## src/rtl/mdu_pkg.sv

```systemverilog
// Shared definitions for the iterative multiply/divide unit: funct3 op codes,
// FSM states and the iteration-counter width helper.
package mdu_pkg;

  typedef enum logic [2:0] {
    OP_MUL    = 3'b000,
    OP_MULH   = 3'b001,
    OP_MULHSU = 3'b010,
    OP_MULHU  = 3'b011,
    OP_DIV    = 3'b100,
    OP_DIVU   = 3'b101,
    OP_REM    = 3'b110,
    OP_REMU   = 3'b111
  } op_e;

  typedef enum logic [1:0] {
    S_IDLE,
    S_CALC,
    S_DONE
  } state_e;

  function automatic int unsigned cnt_width(input int unsigned width);
    return $clog2(width + 1);
  endfunction

endpackage

```

## src/rtl/mdu_negate.sv

```systemverilog
// Conditional two's-complement negator, used for operand magnitudes and the
// final sign fix-up.
module mdu_negate #(
  parameter int unsigned WIDTH = 32
) (
  input  logic             en_i,
  input  logic [WIDTH-1:0] val_i,
  output logic [WIDTH-1:0] val_o
);

  assign val_o = en_i ? ('0 - val_i) : val_i;

endmodule

```

## src/rtl/mdu.sv

```systemverilog
// Iterative RV32M-style multiply/divide unit: one bit per cycle, valid/ready
// on both sides, registered result with a zero flag.
module mdu
  import mdu_pkg::*;
#(
  parameter int unsigned WIDTH = 32
) (
  input  logic             clk,
  input  logic             reset_n,
  input  logic             in_valid,
  output logic             in_ready,
  input  logic [2:0]       op,
  input  logic [WIDTH-1:0] a,
  input  logic [WIDTH-1:0] b,
  output logic             out_valid,
  input  logic             out_ready,
  output logic [WIDTH-1:0] result,
  output logic             zero
);

  localparam int unsigned    CW   = cnt_width(WIDTH);
  localparam logic [CW-1:0]  LAST = CW'(WIDTH - 1);

  state_e             state_q;
  op_e                op_q;
  logic               neg_q;
  logic [WIDTH-1:0]   opnd_q;
  logic [2*WIDTH-1:0] acc_q;
  logic [CW-1:0]      cnt_q;
  logic [WIDTH-1:0]   result_q;
  logic               in_ready_q;
  logic               out_valid_q;

  op_e                op_in;
  logic               a_neg, b_neg, res_neg;
  logic               is_div, is_rem, div0, ovf;
  logic [WIDTH-1:0]   a_mag, b_mag, special_res;
  logic [WIDTH:0]     mul_sum, div_shift, div_diff;
  logic [2*WIDTH-1:0] acc_d, fix_in, fix_out;
  logic [WIDTH-1:0]   res_d;

  mdu_negate #(.WIDTH(WIDTH)) u_neg_a (.en_i(a_neg), .val_i(a), .val_o(a_mag));
  mdu_negate #(.WIDTH(WIDTH)) u_neg_b (.en_i(b_neg), .val_i(b), .val_o(b_mag));

  always_comb begin
    op_in   = op_e'(op);
    is_div  = op[2];
    is_rem  = op[2] & op[1];
    a_neg   = (op_in inside {OP_MULH, OP_MULHSU, OP_DIV, OP_REM}) & a[WIDTH-1];
    b_neg   = (op_in inside {OP_MULH, OP_DIV, OP_REM}) & b[WIDTH-1];
    // Remainder follows the dividend; product and quotient follow sign(a)^sign(b).
    res_neg = is_rem ? a_neg : (a_neg ^ b_neg);
    div0    = is_div && (b == '0);
    ovf     = (op_in inside {OP_DIV, OP_REM}) && (a == {1'b1, {(WIDTH-1){1'b0}}}) && (b == '1);
    if (div0) special_res = is_rem ? a : '1;
    else      special_res = is_rem ? '0 : a;
  end

  always_comb begin
    mul_sum   = {1'b0, acc_q[2*WIDTH-1:WIDTH]} + (acc_q[0] ? {1'b0, opnd_q} : '0);
    div_shift = {acc_q[2*WIDTH-1:WIDTH], acc_q[WIDTH-1]};
    div_diff  = div_shift - {1'b0, opnd_q};
    if (op_q[2]) begin
      if (!div_diff[WIDTH]) acc_d = {div_diff[WIDTH-1:0], acc_q[WIDTH-2:0], 1'b1};
      else                  acc_d = {div_shift[WIDTH-1:0], acc_q[WIDTH-2:0], 1'b0};
    end else begin
      acc_d = {mul_sum, acc_q[WIDTH-1:1]};
    end
    // Divide results are zero-extended so one wide negator serves both paths.
    if (op_q[2]) fix_in = {{WIDTH{1'b0}}, (op_q[1] ? acc_d[2*WIDTH-1:WIDTH] : acc_d[WIDTH-1:0])};
    else         fix_in = acc_d;
  end

  mdu_negate #(.WIDTH(2*WIDTH)) u_neg_res (.en_i(neg_q), .val_i(fix_in), .val_o(fix_out));

  always_comb begin
    if (!op_q[2] && (op_q[1:0] != 2'b00)) res_d = fix_out[2*WIDTH-1:WIDTH];
    else                                  res_d = fix_out[WIDTH-1:0];
  end

  always_ff @(posedge clk or negedge reset_n) begin
    if (!reset_n) begin
      state_q     <= S_IDLE;
      op_q        <= OP_MUL;
      neg_q       <= 1'b0;
      opnd_q      <= '0;
      acc_q       <= '0;
      cnt_q       <= '0;
      result_q    <= '0;
      in_ready_q  <= 1'b1;
      out_valid_q <= 1'b0;
    end else begin
      case (state_q)
        S_IDLE: begin
          if (in_valid) begin
            op_q       <= op_in;
            neg_q      <= res_neg;
            cnt_q      <= '0;
            in_ready_q <= 1'b0;
            if (div0 || ovf) begin
              result_q    <= special_res;
              out_valid_q <= 1'b1;
              state_q     <= S_DONE;
            end else begin
              opnd_q  <= is_div ? b_mag : a_mag;
              acc_q   <= {{WIDTH{1'b0}}, (is_div ? a_mag : b_mag)};
              state_q <= S_CALC;
            end
          end
        end
        S_CALC: begin
          acc_q <= acc_d;
          if (cnt_q == LAST) begin
            cnt_q       <= '0;
            result_q    <= res_d;
            out_valid_q <= 1'b1;
            state_q     <= S_DONE;
          end else begin
            cnt_q <= cnt_q + CW'(1);
          end
        end
        S_DONE: begin
          if (out_ready) begin
            out_valid_q <= 1'b0;
            in_ready_q  <= 1'b1;
            state_q     <= S_IDLE;
          end
        end
        default: state_q <= S_IDLE;
      endcase
    end
  end

  assign in_ready  = in_ready_q;
  assign out_valid = out_valid_q;
  assign result    = result_q;
  assign zero      = (result_q == '0);

endmodule
```

## config.mk

```make
export PLATFORM = sky130hd
export DESIGN_NAME = mdu
export DESIGN_NICKNAME = d
export VERILOG_FILES = /design/src/rtl/mdu_pkg.sv /design/src/rtl/mdu_negate.sv /design/src/rtl/mdu.sv
export SDC_FILE = /design/constraint.sdc
export NUM_CORES = 1
export LEC_CHECK = 0
export ABC_AREA = 1
export ABC_CLOCK_PERIOD_IN_PS = 7850
export BUFFER_PORTS_ARGS = -buffer_cell sky130_fd_sc_hd__buf_2
export CAP_MARGIN = 30
export CELL_PAD_IN_SITES_DETAIL_PLACEMENT = 1
export CELL_PAD_IN_SITES_GLOBAL_PLACEMENT = 2
export CORE_MARGIN = 1.5
export CORE_UTILIZATION = 36
export CTS_CLUSTER_SIZE = 8
export DETAILED_ROUTE_END_ITERATION = 8
export GPL_TIMING_DRIVEN = 0
export PLACE_DENSITY = 0.84
export SLEW_MARGIN = 20
export SYNTH_ARGS = -nofsm -noshare
export SYNTH_HDL_FRONTEND = slang
export SYNTH_SLANG_ARGS = --single-unit
```

## constraint.sdc

```tcl
create_clock -name clk -period 7.85 [get_ports clk]
set_input_delay 1.57 -clock clk [delete_from_list [all_inputs] [get_ports clk]]
set_output_delay 1.57 -clock clk [all_outputs]
set_load 0.1 [all_outputs]
```

* Word level (Yosys, flattened, before mapping) *
Index checks and enable logic that the tools add are counted.

storage, ports and cells
  register bits = 142
  input bits = 71
  output and inout port bits = 35
  word-level logic and storage cells = 96

operators by class
  add/subtract/negate cells = 6
  eq/ne operators = 14
  mux-type cells = 38
  bitwise gates (word level) = 5
  reductions and logical operators = 24

operator list
  operator                 count
  $mux W32                 13
  $mux W64                 6
  $pmux W64 S2             1
  $eq A32 B32 Y1 const B   2
  $logic_not A32 Y1        2
  $pmux W32 S2             1
  $sub A1 B32 Y32 const A  2
  $sub A1 B64 Y64 const A  1
  $add A32 B32 Y33         1
  $sub A33 B32 Y33         1
  $mux W6                  2
  $pmux W6 S2              1
  $reduce_and A3 Y1        4
  $ne A2 B2 Y1 const B     5
  $mux W2                  4
  $reduce_bool A2 Y1       4
  $mux W1                  7
  $add A6 B1 Y6 const B    1
  $eq A3 B3 Y1 const B     2
  $eq A6 B5 Y1 const B     1
  $pmux W2 S3              1
  $reduce_bool A3 Y1       2
  $reduce_and A5 Y1        1
  $logic_and A1 B1 Y1      4
  15 further kinds         18

* Logic depth before layout (Yosys ltp) *
  depth in word-level cells = 10
  mapped depth = 36

* Cells and area by module *
A second synthesis with hierarchy kept.

unflattened totals
  cells, all modules = 3555
  area total of the unflattened synthesis = 19337.3 sq um

by module, submodules not included
  module                    instances  cells each  area an instance (sq um)  seq. area each (sq um)
  mdu                       1          2619        14916.8                   3554.7
  mdu_negate (u_neg_res)    1          486         2316.0                    0.0
  mdu_negate (u_neg_a ...)  2          225         1052.3                    0.0

* Worst setup path before layout *
OpenSTA, ideal clock, no wires.

  path kind = reg-to-output
  start point = register result_q[21], in the netlist result[21]
  end point = output zero
  arrival = 4.282 ns
  required time = 6.280 ns
  setup slack = 1.998 ns
  cell stages (with the launch flop) = 3
  cells stage by stage = dfrtp_1 or4_1 nor4_1

on the way
  longest elaborated chain between the ends = 1

ends and longest elaborated chain
  item                    line        RTL
  start, declared         mdu.sv:30   logic [WIDTH-1:0] result_q;
  start signal, assigned  mdu.sv:101  result_q <= special_res;
  start signal, assigned  mdu.sv:115  result_q <= res_d;
  $logic_not A32 Y1       mdu.sv:137  assign zero = (result_q == '0);
  end, declared           mdu.sv:18   output logic zero

No other way between the ends.

* Final worst setup path *
  start point = register acc_q[0]
  end point = register result_q[26], in the netlist result[26]

on the way
  longest elaborated chain between the ends = 10
  elaborated cells between the ends (all ways) = 11

ends and longest elaborated chain
  item                    line              RTL
  start, declared         mdu.sv:28         logic [2*WIDTH-1:0] acc_q;
  start signal, assigned  mdu.sv:106        acc_q <= {{WIDTH{1'b0}}, (is_div ? a_mag : b_mag)};
  $mux W32                mdu.sv:60         mul_sum = {1'b0, acc_q[2*WIDTH-1:WIDTH]} + (acc_q[0] ? {1'b0, opnd_q} : '0);
  $add A32 B32 Y33        mdu.sv:60
  $mux W64 (*)            mdu.sv:63         if (op_q[2]) begin
  $mux W32                mdu.sv:70         if (op_q[2]) fix_in = {{WIDTH{1'b0}}, (op_q[1] ? acc_d[2*WIDTH-1:WIDTH] : acc_d[WIDTH-1:0])};
  $mux W64 (*)            mdu.sv:70
  $sub A1 B64 Y64         mdu_negate.sv:11  assign val_o = en_i ? ('0 - val_i) : val_i;
  $mux W64 (*)            mdu_negate.sv:11
  $mux W32 (*)            mdu.sv:77         if (!op_q[2] && (op_q[1:0] != 2'b00)) res_d = fix_out[2*WIDTH-1:WIDTH];
  $mux W32 (*)            mdu.sv:113        if (cnt_q == LAST) begin
  $pmux W32 S2 (*)        mdu.sv:93         case (state_q)

Every way passes the cells marked *; elsewhere a longest branch is shown, timed or not. The select of a mux whose other input is x is not followed.
A chain may end at the register's enable or synchronous reset.

==> summary by stage <==
Placed design
At the end of routability-driven placement, the weighted congestion stood at about 1. OpenSTA, run right after detailed placement, puts the worst setup slack at 2.045 ns. The HPWL reported at the end of detailed placement is between 70000 and 80000 um. The number of buffers added on ports is 104.

Critical path
The depth of the worst register-to-register path is 30. Among cell families on the critical path, the largest total delay comes from simple AND/OR/NAND/NOR gates. The start of the worst register-to-register path is acc_q[0]. The beginning of the critical path is acc_q[0].

Data on the critical path is required at its endpoint by roughly 8.3 ns. The kind of critical path is reg -> reg. STA classifies the critical path startpoint as a register. Counting both buffers and inverters, the worst setup path holds a total of 4. STA classifies the critical path endpoint as a register.

The largest stage delay on the critical path is roughly 0.44 ns. In this run the worst setup path terminates at result[26]. The critical-path cell with the highest stage delay is clkbuf_1. The setup check on the worst reg-to-reg path leaves a slack of about 1.7 ns.

The endpoint identified for the worst register-to-register timing path is result[26]. The library cell appearing most often on the critical path is nand2_1. The maximum fanout along the worst path is 10. STA puts the critical path data arrival time at 6.54 ns. The total number of cells along the worst setup path is 30.

Synthesis
The synthesized design contains 142 register bits. The number of different library cells used by synthesis comes to 61. The number of warnings reported in the yosys synthesis log is 0. Yosys mapped a number of flops with a built-in enable equal to 0.

In the post-synthesis netlist, the biggest area contributors are nand2_1, dfrtp_1, inv_1, nand3_1, nor2_1. A synthesized cell averages 5.850 um^2. Of all flip-flops after synthesis, the portion carrying an async set or reset was 1.000. The sequential cell area fraction in the yosys report is 0.2018. The commonest register cell after synthesis is dfrtp_1. The fraction of synthesized cell area taken by the top area cell type is 0.2037. The number of nets in the synthesized netlist is 3156. The cell taking the most area after synthesis is nand2_1. The cell count after synthesis came out at 3011. The netlist area before placement is 17610 um^2.

Power and ir drop
The power per standard cell area is around 450 nW/um^2. VDD sags by at most 0.5852 mV. The static power due to leakage is 10.23 nW.

CTS
Post-CTS timing repair inserted 0 buffers for setup. Post-CTS repair changed the size of 0 cells. The CTS root buffer is clkbuf_16. The TritonCTS sink count is 142. The hold buffer count at cts is 0. The longest clock path from root to sink contains 2 buffers.

The clock network latency to the later pin of the worst-skew pair is 0.49 ns. The H-tree depth is 4. Counting the buffers created by CTS gives 17. The clock tree from TritonCTS is done. After clock tree synthesis, the clock-pin slew on the worst setup and hold paths is 0.07 ns.

STA
The worst relative slew slack is 0.3204. After routing, the total negative slack on setup checks comes to 0 ns. The shortest clock period the worst path allows after layout is 6.115 ns. Setup repair after global routing left no endpoint under its margin.

The final setup violation count is 0. In the finished design, the share of the clock period the worst path needs comes to 0.7790. The highest clock frequency the design can meet is 163.5 MHz. The number of max-slew violations in the final report is 0.

Between clock sinks in the finished design, the worst skew comes to 0.01710 ns. The actual slew at the worst max-slew pin is 1.013 ns. Setup slack on the critical path of the routed design comes to 1.735 ns. The count of final hold-check violations is 0.

Drt
The pre-antenna-repair detailed-routing pass consisted of 5 iterations. Dividing the detail-routed wire length by the instance count gives 24.98 um. After detailed routing, the number of vias per cell comes to 5.763. The count of unresolved DRC violations after routing is 0. The total routed wirelength is 94100 um. The residual antenna-violating net count after detailed routing is 0. The via count is 21.71k. After the first detailed-routing iteration, the DRC count stood at 1628.

Floorplanning
The area of the core region is 48050 um^2. Pin placement for this block handled approximately 110 I/O pins. The floorplan row count is 80. The die boundary width is 224.2 um. The die covers 50260 um^2. The starting utilization of the core area is 0.3666.

From bottom edge to top edge, the die measures 224.2 um.

GRT
The layer carrying the most global-route usage is met2. For this run, global-route usage on met2 was measured as 0.6424. The met1 routing resource usage after global routing is 0.4806. The total global routing track utilization is 0.3740.

The pin count of the biggest net entering global routing is 75. For this run the aggregate overflow at the end of global routing stands at 0. The first global-routing pass estimated 138000 um of wire. For this run, global-route usage on met3 was measured as 0.04460. The via count of the first global-routing pass is 21.71k. The number of antenna violations at the first check in global routing is 5.

Run
The count of maximum capacitance violations is 0.

Cells and area
The area added between synthesis and finish is 11.32%. Of the cells placed in the final design, the portion with a size suffix greater than 1 is 0.09140. The net count of the finished layout is around 3.3k.

Outcome
The run finished with clean final reports.

Worst hold path
The type of the tightest min-delay check is reg -> reg.
-- cells by family (layout without fill, tap and decap cells) --
| kind of cell | Yosys count | after routing | share of synthesized area |
|---|---|---|---|
| and+or+nand+nor | 1691 | 1691 | 0.4206 |
| AOI/OAI and AO/OA | 505 | 505 | 0.1628 |
| buffers and inverters | 499 | 639 | 0.1108 |
| DFF | 142 | 142 | 0.2018 |
| xor gates and xnor gates | 89 | 89 | 0.04426 |
| adders and majority gates | 74 | 74 | 0.05342 |
| muxes | 11 | 11 | 0.006252 |
| other | 0 | 1 | 0 |
-- layout by cell type (no fill, tap or decap), drive strengths merged, types with 2 or more instances in the layout --
cell      instances
a21oi           185
o211ai           42
o21a              5
nand4            44
o31ai             5
clkinvlp          2
xnor2            40
nand2          1002
bufinv            3
or2              11
nor3b             2
o22ai             4
nor3             51
or3               2
o21ai           208
a31oi             8
o221ai           28
xor2             49
buf             152
a21o              7
nand3           245
o21bai            8
inv             392
and2              8
clkinv            6
nand3b           24
clkbuf           84
fa                2
a21boi            2
mux2i            11
dfrtp           141
or4               3
nor2            280
nor4             18
ha               72
-- worst min-delay path, stage by stage, from the launching register on --
cell and delay (ns):
dfstp_2 0.37, o21ai_0 0.06, nand2_1 0.05
-- Yosys cell counts, drive strengths merged, types with 5 or more instances --
library cell,n
o21bai,8
mux2i,11
nand3,245
or2,11
nand3b,24
clkbuf,65
inv,387
o31ai,5
o221ai,28
buf,44
dfrtp,141
xnor2,40
nand4,44
nor4,18
a21o,7
nor3,51
xor2,49
and2,8
nand2,1002
o211ai,42
o21ai,208
a31oi,8
a21oi,185
ha,72
nor2,280
o21a,5
-- worst min-delay path by stage --
stage | from | end | slack, ns | depth (start not counted)
2_1_floorplan | op_q[0] | op_q[0] | 0.46 | 2
3_3_place_gp | in_ready | in_ready | 0.47 | 2
3_5_place_dp | in_ready | in_ready | 0.48 | 2
4_1_cts | in_ready | in_ready | 0.49 | 2
5_1_grt | in_ready | in_ready | 0.51 | 2
6_report | in_ready | in_ready | 0.48 | 2
-- stage by stage --
step	power (mW)	util	cell area (um^2)	hold slack [ns]	instances
after CTS	8.601	0.4078	19590	0.4901	3765
after detailed placement	7.657	0.3947	18960	0.4779	3733
after floorplan	5.451	-	17610	0.4550	3011
final	8.748	0.4081	19610	0.4848	3767
after global routing	9.269	0.4080	19600	0.5090	3766
after global placement	7.535	0.3934	18900	0.4734	3730
-- layout make-up --
class / count / area [um^2]
clock inverter: 13 / 177.7
multi-input combinational: 2370 / 12110
buffer: 109 / 488.0
clock buffer: 19 / 452.9
fill: 6650 / 28440
tap: 615 / 769.5
inverter: 390 / 1464
sequential: 142 / 3555
antenna: 1 / 2.502
timing repair buffer: 108 / 584.3
-- power breakdown --
part	switching (mW)	leakage (nW)	internal (mW)
logic	4.89	8.12	1.66
registers	0.260	1.81	1.02
clock network	0.391	0.303	0.523
-- state kept, by name, indices dropped and copies added, names as in the netlist --
signal,flops
in_ready,1
result,32
neg_q,1
op_q,3
acc_q,64
opnd_q,32
state_q,2
cnt_q,6
out_valid,1
-- routing by layer --
metal	up-vias	wire length, um	part of all wire
met4	2	3567	0.038
met5	-	13	0.00014
met1	10730	39970	0.42
met3	151	5913	0.063
li1	10060	-	-
met2	769	44630	0.47
(Power assumes the default switching activity.)
